File: src/rtl/bp_pkg.sv
// Shared types and helpers for the bimodal predictor slice.
// The BTB entry struct is sized from BP_PC_W / BP_BTB_IDX_W, so the top-level
// PC_W and BTB_IDX_W defaults are taken from here and must move together.
package bp_pkg;

    localparam int BP_PC_W      = 32;
    localparam int BP_BTB_IDX_W = 5;
    localparam int BP_TAG_W     = BP_PC_W - BP_BTB_IDX_W - 2;

    // Counter helpers operate on this container width; callers cast to CTR_W.
    localparam int CTR_W_MAX = 8;

    typedef struct packed {
        logic                valid;
        logic [BP_TAG_W-1:0] tag;
        logic [BP_PC_W-1:0]  target;
    } btb_entry_t;

    // Weakly-not-taken value for a w-bit counter: MSB clear, all other bits set.
    function automatic logic [CTR_W_MAX-1:0] CTR_WEAK_NT(input int unsigned w);
        return (CTR_W_MAX'(1'b1) << (w - 1)) - 1'b1;
    endfunction

    function automatic logic [CTR_W_MAX-1:0] ctr_sat_inc(input logic [CTR_W_MAX-1:0] c,
                                                         input int unsigned w);
        logic [CTR_W_MAX-1:0] maxv;
        maxv = (CTR_W_MAX'(1'b1) << w) - 1'b1;
        return (c >= maxv) ? c : c + 1'b1;
    endfunction

    function automatic logic [CTR_W_MAX-1:0] ctr_sat_dec(input logic [CTR_W_MAX-1:0] c,
                                                         input int unsigned w);
        logic [CTR_W_MAX-1:0] unused_w;
        unused_w = CTR_W_MAX'(w);
        return (c == '0) ? c : c - 1'b1;
    endfunction

endpackage

File: src/rtl/bp_btb.sv
// Direct-mapped, tagged branch target buffer: one registered read port with
// tag compare, one write port, and a valid-clear port driven by the init sweep.
module bp_btb
    import bp_pkg::*;
#(
    parameter int PC_W  = BP_PC_W,
    parameter int IDX_W = BP_BTB_IDX_W
) (
    input  logic             clk_i,
    input  logic             rd_en_i,
    input  logic [PC_W-1:0]  rd_pc_i,
    input  logic             clr_en_i,
    input  logic [IDX_W-1:0] clr_idx_i,
    input  logic             wr_en_i,
    input  logic [PC_W-1:0]  wr_pc_i,
    input  logic [PC_W-1:0]  wr_target_i,
    output logic             rd_hit_o,
    output logic [PC_W-1:0]  rd_target_o
);

    localparam int DEPTH = 1 << IDX_W;
    localparam int TAG_W = PC_W - IDX_W - 2;

    btb_entry_t       mem_q [DEPTH];
    logic [IDX_W-1:0] rd_idx;
    logic [IDX_W-1:0] wr_idx;
    logic [TAG_W-1:0] rd_tag;
    logic [TAG_W-1:0] wr_tag;
    logic             rd_hit_q;
    logic [PC_W-1:0]  rd_target_q;
    logic             unused_pc_bits;

    assign rd_idx = rd_pc_i[IDX_W+1:2];
    assign wr_idx = wr_pc_i[IDX_W+1:2];
    assign rd_tag = rd_pc_i[PC_W-1:IDX_W+2];
    assign wr_tag = wr_pc_i[PC_W-1:IDX_W+2];
    assign unused_pc_bits = ^{rd_pc_i[1:0], wr_pc_i[1:0]};

    // Table writes: the init clear only invalidates; a write allocates and overwrites any alias.
    always_ff @(posedge clk_i) begin
        if (clr_en_i) begin
            mem_q[clr_idx_i].valid <= 1'b0;
        end else if (wr_en_i) begin
            mem_q[wr_idx] <= '{valid: 1'b1, tag: wr_tag, target: wr_target_i};
        end
    end

    // Registered lookup: sees the table as it was before any same-edge write.
    always_ff @(posedge clk_i) begin
        if (rd_en_i) begin
            rd_hit_q    <= mem_q[rd_idx].valid && (mem_q[rd_idx].tag == rd_tag);
            rd_target_q <= mem_q[rd_idx].target;
        end
    end

    assign rd_hit_o    = rd_hit_q;
    assign rd_target_o = rd_target_q;

endmodule

File: src/rtl/bimodal_btb_pred.sv
// Bimodal direction predictor (saturating-counter PHT) plus tagged BTB.
// Optional feature macro: BP_PERF_CNT_EN adds saturating 32-bit perf counters.
module bimodal_btb_pred
    import bp_pkg::*;
#(
    parameter int PC_W      = BP_PC_W,
    parameter int PHT_IDX_W = 8,
    parameter int CTR_W     = 2,
    parameter int BTB_IDX_W = BP_BTB_IDX_W
) (
    input  logic            clk,
    input  logic            rst_n,
    input  logic            lookup_valid,
    output logic            lookup_ready,
    input  logic [PC_W-1:0] lookup_pc,
    output logic            resp_valid,
    output logic            resp_taken,
    output logic            resp_btb_hit,
    output logic [PC_W-1:0] resp_target,
    input  logic            update_valid,
    input  logic [PC_W-1:0] update_pc,
    input  logic            update_actual,
    input  logic [PC_W-1:0] update_target,
    input  logic            update_mispredict,
    output logic            init_busy
`ifdef BP_PERF_CNT_EN
   ,output logic [31:0]     perf_lookups,
    output logic [31:0]     perf_updates,
    output logic [31:0]     perf_mispredicts
`endif
);

    localparam int IDX_W     = (PHT_IDX_W > BTB_IDX_W) ? PHT_IDX_W : BTB_IDX_W;
    localparam int PHT_DEPTH = 1 << PHT_IDX_W;
    localparam int BTB_DEPTH = 1 << BTB_IDX_W;
    localparam logic [CTR_W-1:0] WEAK_NT = CTR_W'(CTR_WEAK_NT(CTR_W));

    typedef enum logic {INIT, RUN} state_e;

    state_e               state_q;
    logic [IDX_W-1:0]     init_idx_q;
    logic                 lookup_ready_q;
    logic                 init_busy_q;
    logic                 resp_valid_q;
    logic                 ctr_msb_q;
    logic [CTR_W-1:0]     pht_q [PHT_DEPTH];
    logic [CTR_W-1:0]     pht_cur;
    logic [CTR_W-1:0]     pht_d;
    logic [PHT_IDX_W-1:0] pht_lk_idx;
    logic [PHT_IDX_W-1:0] pht_upd_idx;
    logic                 lookup_fire;
    logic                 update_fire;
    logic                 btb_clr_en;
    logic                 btb_hit;
    logic [PC_W-1:0]      btb_target;

    // Lookups and updates only take effect once the sweep has finished.
    assign lookup_fire = lookup_valid & lookup_ready_q;
    assign update_fire = update_valid & lookup_ready_q;
    assign pht_lk_idx  = lookup_pc[PHT_IDX_W+1:2];
    assign pht_upd_idx = update_pc[PHT_IDX_W+1:2];
    assign pht_cur     = pht_q[pht_upd_idx];
    assign pht_d       = update_actual ? CTR_W'(ctr_sat_inc(CTR_W_MAX'(pht_cur), CTR_W))
                                       : CTR_W'(ctr_sat_dec(CTR_W_MAX'(pht_cur), CTR_W));
    assign btb_clr_en  = (state_q == INIT) && (32'(init_idx_q) < BTB_DEPTH);

    // Init sweep walks every index of the larger table once, then hands over to RUN.
    always_ff @(posedge clk or negedge rst_n) begin
        if (!rst_n) begin
            state_q        <= INIT;
            init_idx_q     <= '0;
            lookup_ready_q <= 1'b0;
            init_busy_q    <= 1'b1;
        end else if (state_q == INIT) begin
            init_idx_q <= init_idx_q + 1'b1;
            if (&init_idx_q) begin
                state_q        <= RUN;
                lookup_ready_q <= 1'b1;
                init_busy_q    <= 1'b0;
            end
        end
    end

    // PHT writes: sweep to weakly-not-taken, then train with saturating counters.
    always_ff @(posedge clk) begin
        if (state_q == INIT) begin
            pht_q[init_idx_q[PHT_IDX_W-1:0]] <= WEAK_NT;
        end else if (update_fire) begin
            pht_q[pht_upd_idx] <= pht_d;
        end
    end

    // Response valid is a one-cycle pulse and is killed immediately by reset.
    always_ff @(posedge clk or negedge rst_n) begin
        if (!rst_n) begin
            resp_valid_q <= 1'b0;
        end else begin
            resp_valid_q <= lookup_fire;
        end
    end

    // Only the direction bit of the counter is needed for the prediction.
    always_ff @(posedge clk) begin
        if (lookup_fire) begin
            ctr_msb_q <= pht_q[pht_lk_idx][CTR_W-1];
        end
    end

    bp_btb #(
        .PC_W  (PC_W),
        .IDX_W (BTB_IDX_W)
    ) u_btb (
        .clk_i       (clk),
        .rd_en_i     (lookup_fire),
        .rd_pc_i     (lookup_pc),
        .clr_en_i    (btb_clr_en),
        .clr_idx_i   (init_idx_q[BTB_IDX_W-1:0]),
        .wr_en_i     (update_fire & update_actual),
        .wr_pc_i     (update_pc),
        .wr_target_i (update_target),
        .rd_hit_o    (btb_hit),
        .rd_target_o (btb_target)
    );

    // A taken counter without a BTB hit has nowhere to go, so it predicts not-taken.
    assign lookup_ready = lookup_ready_q;
    assign init_busy    = init_busy_q;
    assign resp_valid   = resp_valid_q;
    assign resp_btb_hit = resp_valid_q & btb_hit;
    assign resp_taken   = resp_btb_hit & ctr_msb_q;
    assign resp_target  = resp_taken ? btb_target : '0;

`ifdef BP_PERF_CNT_EN
    logic [31:0] perf_lookups_q;
    logic [31:0] perf_updates_q;
    logic [31:0] perf_mispredicts_q;

    // Saturating event counters, cleared by reset.
    always_ff @(posedge clk or negedge rst_n) begin
        if (!rst_n) begin
            perf_lookups_q     <= '0;
            perf_updates_q     <= '0;
            perf_mispredicts_q <= '0;
        end else begin
            if (lookup_fire && !(&perf_lookups_q)) begin
                perf_lookups_q <= perf_lookups_q + 1'b1;
            end
            if (update_fire && !(&perf_updates_q)) begin
                perf_updates_q <= perf_updates_q + 1'b1;
            end
            if (update_fire && update_mispredict && !(&perf_mispredicts_q)) begin
                perf_mispredicts_q <= perf_mispredicts_q + 1'b1;
            end
        end
    end

    assign perf_lookups     = perf_lookups_q;
    assign perf_updates     = perf_updates_q;
    assign perf_mispredicts = perf_mispredicts_q;
`else
    logic unused_mispredict;
    assign unused_mispredict = update_mispredict;
`endif

endmodule

File: config.mk
export PLATFORM = sky130hd
export DESIGN_NAME = bimodal_btb_pred
export DESIGN_NICKNAME = d
export VERILOG_FILES = /design/src/rtl/bp_pkg.sv /design/src/rtl/bp_btb.sv /design/src/rtl/bimodal_btb_pred.sv
export SDC_FILE = /design/constraint.sdc
export NUM_CORES = 2
export LEC_CHECK = 0
export ABC_AREA = 1
export BUFFER_PORTS_ARGS = -buffer_cell sky130_fd_sc_hd__buf_2
export CAP_MARGIN = 20
export CORE_MARGIN = 2
export CORE_UTILIZATION = 51
export CTS_CLUSTER_DIAMETER = 40
export DETAILED_ROUTE_END_ITERATION = 8
export PLACE_DENSITY = 0.65
export SYNTH_ARGS = -nofsm -noshare
export SYNTH_HDL_FRONTEND = slang
export SYNTH_SLANG_ARGS = --single-unit
File: constraint.sdc
create_clock -name clk -period 9.5 [get_ports clk]
set_clock_uncertainty 0.05 [all_clocks]
set_input_delay 0.95 -clock clk [delete_from_list [all_inputs] [get_ports clk]]
set_output_delay 0.95 -clock clk [all_outputs]
set_load 0.05 [all_outputs]
======== After elaboration in Yosys (flattened, before gate mapping) ========
Memory sizes are Yosys's and may differ from the RTL's. A register that Yosys moved wholly into a read port is not among the register bits.
Index checks and enable logic that the tools add are counted.
operators by class
  add/subtract/negate cells ............... 3
  $lt $le $gt $ge ......................... 2
  eq/ne operators ......................... 1
  multiplexer cells ....................... 21
  bitwise gates (word level) .............. 6
  reductions and logical operators ........ 7
operator list
  operator               count
  $mux W58               1
  $reduce_or A58 Y1      1
  $mux W32               1
  $eq A25 B25 Y1         1
  $mux W1                12
  $mux W2                5
  $reduce_and A9 Y1      1
  $add A8 B1 Y8 const B  1
  $lt A8 B6 Y1 const B   1
  $mux W8                1
  $reduce_and A8 Y1      1
  $and A1 B1 Y1          5
  $mux W5                1
  $add A2 B1 Y2 const B  1
  $ge A2 B2 Y1 const B   1
  $logic_and A1 B1 Y1    2
  $logic_not A2 Y1       1
  $reduce_or A2 Y1       1
  $sub A2 B1 Y2 const B  1
  $not A1 Y1             1
storage, ports and cells
  register bits after elaboration ......... 45
  RAM bits ................................ 2368
  input port bits ......................... 102
  output and inout bits ................... 37
  word-level logic and storage cells ...... 49
  memories kept ........................... 2
memories
  name         depth  bits a word  read ports  clocked after memory_dff  write ports  line                    RTL
  u_btb.mem_q  32     58           1           0                         1            bp_btb.sv:24            btb_entry_t mem_q [DEPTH];
  pht_q        256    2            2           1                         1            bimodal_btb_pred.sv:46  logic [CTR_W-1:0] pht_q [PHT_DEPTH];

======== Longest topological paths before layout ========
  word-level depth ........................ 7
  depth in mapped cells ................... 19
  gate-level depth less buffers ........... 16

======== Cells and area by module ========
Synthesis repeated with hierarchy kept, for this count alone.
unflattened totals
  cells, all modules ...................... 8610
  area, all modules ....................... 100589.0 um^2
by module, submodules not included
  module            times used  cells an instance  area an instance (um^2)  seq. area each (um^2)
  bp_btb            1           5881               75282.2                  56724.4
  bimodal_btb_pred  1           2729               25306.8                  15706.3

======== Worst setup path before layout ========
Ideal clock, no wire load.
  path kind ............................... input port to flip-flop
  from .................................... input port update_pc[2]
  to ...................................... memory pht_q[0][1] (data pin)
  data arrival time ....................... 8.222 ns
  required time ........................... 8.051 ns
  slack ................................... -0.171 ns
  stages .................................. 16
  path buffers ............................ 3
  path through ............................ buf_2 inv_2 buf_2 clkbuf_1 nand2_1 nand3_1 nand3_1 nand3_1 nand3_1 nand2_1 nand2_1 nand3_1 nand3_1 nand2_1 a21oi_1 nor2_1
between the ends
  longest elaborated chain between the ends .. 5
ends and longest elaborated chain
  element                                line                        RTL
  from (decl)                            bimodal_btb_pred.sv:21      input logic [PC_W-1:0] update_pc,
  $mem_v2 Z256 W2 (*)                    --
  $sub A2 B1 Y2 (tied with other cells)  bp_pkg.sv:35                return (c == '0) ? c : c - 1'b1;
  $mux W2 (on tied branches)             bp_pkg.sv:35, bp_pkg.sv:28
  $mux W2 (*)                            bimodal_btb_pred.sv:63      assign pht_d = update_actual ? CTR_W'(ctr_sat_inc(CTR_W_MAX'(pht_cur), CTR_W))
  $mux W2 (no line) (*)                  --
  to (decl)                              bimodal_btb_pred.sv:46
Mark *: on every way between the ends. The rest lies on a longest branch, timed or not.

======== Worst setup path in the final report ========
  from .................................... input port update_pc[3]
  to ...................................... memory pht_q[40][0] (data pin)
Same word-level chain as after synthesis.

==> results.md <==
- Max FO, Critical Path: between 150 and 200
- Final HPWL DP: roughly 140,000 µm
- GPL Wtd Cong: 0.825
- Initial antenna violation count: 4
- Slew Viols, Final: 0
- Post-Syn Area: approximately 100,000 µm²
- Iteration-0 DRC Markers: slightly below 10,000
- Hold Fails Final Rpt: 0
- H-tree depth: 5
- Num ports: around 140
- Clk pwr share: between 40% and 50%
- Remaining antenna violation count: 0
- Tot GR Track Use: around 29%
- Root buffer cell: clkbuf_16
- CP required: ~10 ns
- Status: complete, no violations
- Min cycle time layout: around 5.3 ns
- Post-route DRC: 0
- Final Util: between 50 and 60%
- Avg Cell Area, Syn: ~12 µm²
- Crit Path Class: input port to flip-flop
- Share of cells above drive strength 1: 10.6%
- F_max: between 150 and 200 MHz
- Total power density per cell area: 216 nW/µm²
- Worst-Skew Late Latency: ~0.95 ns
- Syn Nets: 8,732
- Worst EP arrival: 5.80 ns
- WL/cell: approximately 25 µm
- VDD IR max: approximately 0.18 mV
- Int Power: 19,200 µW
- Area Growth Syn to Fin: 13.8%
- Switch share: ~22%
- Most used DFF post-synth: edfxtp_1
- Maxcap violations: 0
- CTS buffer count: 332
- Register area share after synthesis: roughly 72%
- Comb power frac: 4.3%
- Slew headroom: approximately a quarter
- Final worst-path cycle share: between 50% and 60%
- Commonest cells after routing, fill and taps aside: edfxtp_1 (2,402), nand2_1 (1,603), nand3_1 (1,196)
- Vias per cell: between 6 and 7
- Worst reg2reg setup slack: 4.50 ns
- #FFs+latches synth: between 2,000 and 2,500
- CORE AREA: around 200,000 µm²
- Remaining global-route overflow: 0
- Reg power frac: between 40% and 50%
- Clock Sinks: 2,414
- # fillers: 15,500
- Lkg Pwr: 0.0367 µW
- Net Switching: approximately 5500 µW
- Vias in the first global route: roughly 67,000
- Final #Nets: 8,783
- Die Height: 448 µm
- Row count: between 150 and 200
- First drt pass iteration count: 8
- Largest buffer count on any clock path: 4
- DR vias: ~70,000
- Die area: approximately 200,000 µm²
- Post-synth EDFFs: 2,402
- Slew @ Worst Pin: 1.15 ns
- First-pass GRT wire length: between 400,000 and 500,000 µm
- Ys async rst share: less than 1%
- Warnings from Yosys: 0
- Worst setup SP type: input port
- RSZ-0062 raised after global routing: no
- Setup_tns: 0 ns
- Min-Delay Path Class: input port to flip-flop
- Critical Path End Type: flip-flop
- Largest net degree at the start of global routing: between 200 and 250
- PortBufs: 133
- Post-Synthesis Cells: around 8,600
- Post-CTS setup buffer count: 0
- Commonest non-fill, non-tap cell in the layout: edfxtp_1
- Worst-path clk slew: about 0.06 ns
- Setup violators final: 0
- Post-Route WL: 293,000 µm
- Initial core utilization: a little over 50%
- CTS tree: yes
- Post_cts resized: 0
- Die extent in x: ~450 µm
- Yosys cell types: 40
==> registers in the layout, indices dropped and copies added, names as in the netlist <==
name,cells
u_btb.rd_hit_o,1
u_btb.rd_target_o,32
pht_q,512
init_busy,1
state_q,1
u_btb.mem_q,1856
init_idx_q,8
lookup_ready,1
resp_valid,1
ctr_msb_q,1
==> stage by stage <==
stage	setup WS [ns]	hold WS, ns	power (µW)	instances	instance area [µm²]
finish	4.16	0.378	24600	11600	114000
global route	4.03	0.363	25300	11600	114000
CTS	4.47	0.357	24700	11500	114000
detailed placement	3.53	0.404	12800	11000	103000
global placement	3.59	0.400	12800	11000	103000
floorplan	2.61	0.413	12500	8629	100000
==> worst paths after layout <==
kind | end | cells past startpoint | startpoint
max in group asynchronous | init_idx_q[6]$_DFFE_PN0N_ | 2 | rst_n
min in group asynchronous | resp_valid$_DFF_PN0_ | 2 | rst_n
min | u_btb.mem_q[14][12]$_DFFE_PP_ | 3 | update_target[12]
max | pht_q[40][0]$_DFFE_PP_ | 15 | update_pc[3]
min reg2reg | init_busy$_DFFE_PN1P_ | 2 | init_busy$_DFFE_PN1P_
max reg2reg | u_btb.mem_q[22][41]$_DFFE_PP_ | 10 | init_idx_q[5]$_DFFE_PN0N_
==> layout make-up <==
type,instances,area (µm²),share of cell area (%)
sequential,2414,72400,63.4
clock inverter,207,2130,1.87
timing repair buffer,333,2480,2.17
antenna,1,2.50,0.00219
clock buffer,375,8620,7.54
tap,2624,3280,2.87
inverter,172,692,0.605
multi-input combinational,5427,24700,21.6
==> cells by family after synthesis <==
group	after synthesis	share of synthesized area [%]
AND/OR/NAND/NOR	4098	17.0
flip-flops	2414	72.1
AO/OA/AOI/OAI	1323	7.26
buffers and inverters	788	3.54
XOR/XNOR	5	0.0436
adder cells (fa/ha/maj)	1	0.0125
==> cells in the mapped netlist (20+ instances only) <==
| cell type | count | area, µm² |
|---|---|---|
| a21oi_1 | 46 | 230 |
| buf_1 | 65 | 244 |
| buf_2 | 230 | 1150 |
| buf_4 | 41 | 308 |
| buf_6 | 20 | 225 |
| clkbuf_1 | 260 | 976 |
| edfxtp_1 | 2402 | 72100 |
| inv_1 | 162 | 608 |
| nand2_1 | 1606 | 6030 |
| nand3_1 | 1196 | 5990 |
| nor2_1 | 1190 | 4470 |
| nor3_1 | 71 | 355 |
| o21ai_0 | 848 | 4240 |
| o221ai_1 | 36 | 315 |
| o22ai_1 | 354 | 2210 |
==> critical path, cell delays in order <==
cell and delay, ns:
buf_4 0.33, inv_4 0.79, buf_4 0.81, nand3_1 0.18, nand3_1 0.14, nand3_1 0.12
nand3_1 0.11, nand2_1 0.17, nand2_1 0.10, nand3_1 0.12, nand3_1 0.12, nand2_1 0.08
a21oi_1 0.25, nand2_4 0.56, buf_12 0.51
==> power groups by stage <==
| stage | Sequential [µW] | Clock (µW) | Combinational (µW) |
|---|---|---|---|
| floorplan | 11800 | 0 | 704 |
| global placement | 11800 | 0 | 1020 |
| detailed placement | 11800 | 0 | 1030 |
| CTS | 11500 | 12100 | 1040 |
| global route | 11500 | 12600 | 1150 |
| finish | 11500 | 12100 | 1060 |
==> routing by layer <==
metal / GRT usage [%] / wire (µm) / vias to the layer above
met4: 11.2 / 11300 / 4
met2: 45.3 / 137000 / 4320
met3: 5.21 / 31300 / 719
li1: - / - / 31100
met5: 0 / 23 / -
met1: 39.8 / 114000 / 34700
==> what timing repair did <==
action,4_1_cts,5_1_grt
endpoints found under the setup margin,0,0
hold buffers,1,0
hold endpoints to repair,11,0
Note: power is estimated with default switching activity, not from simulation.
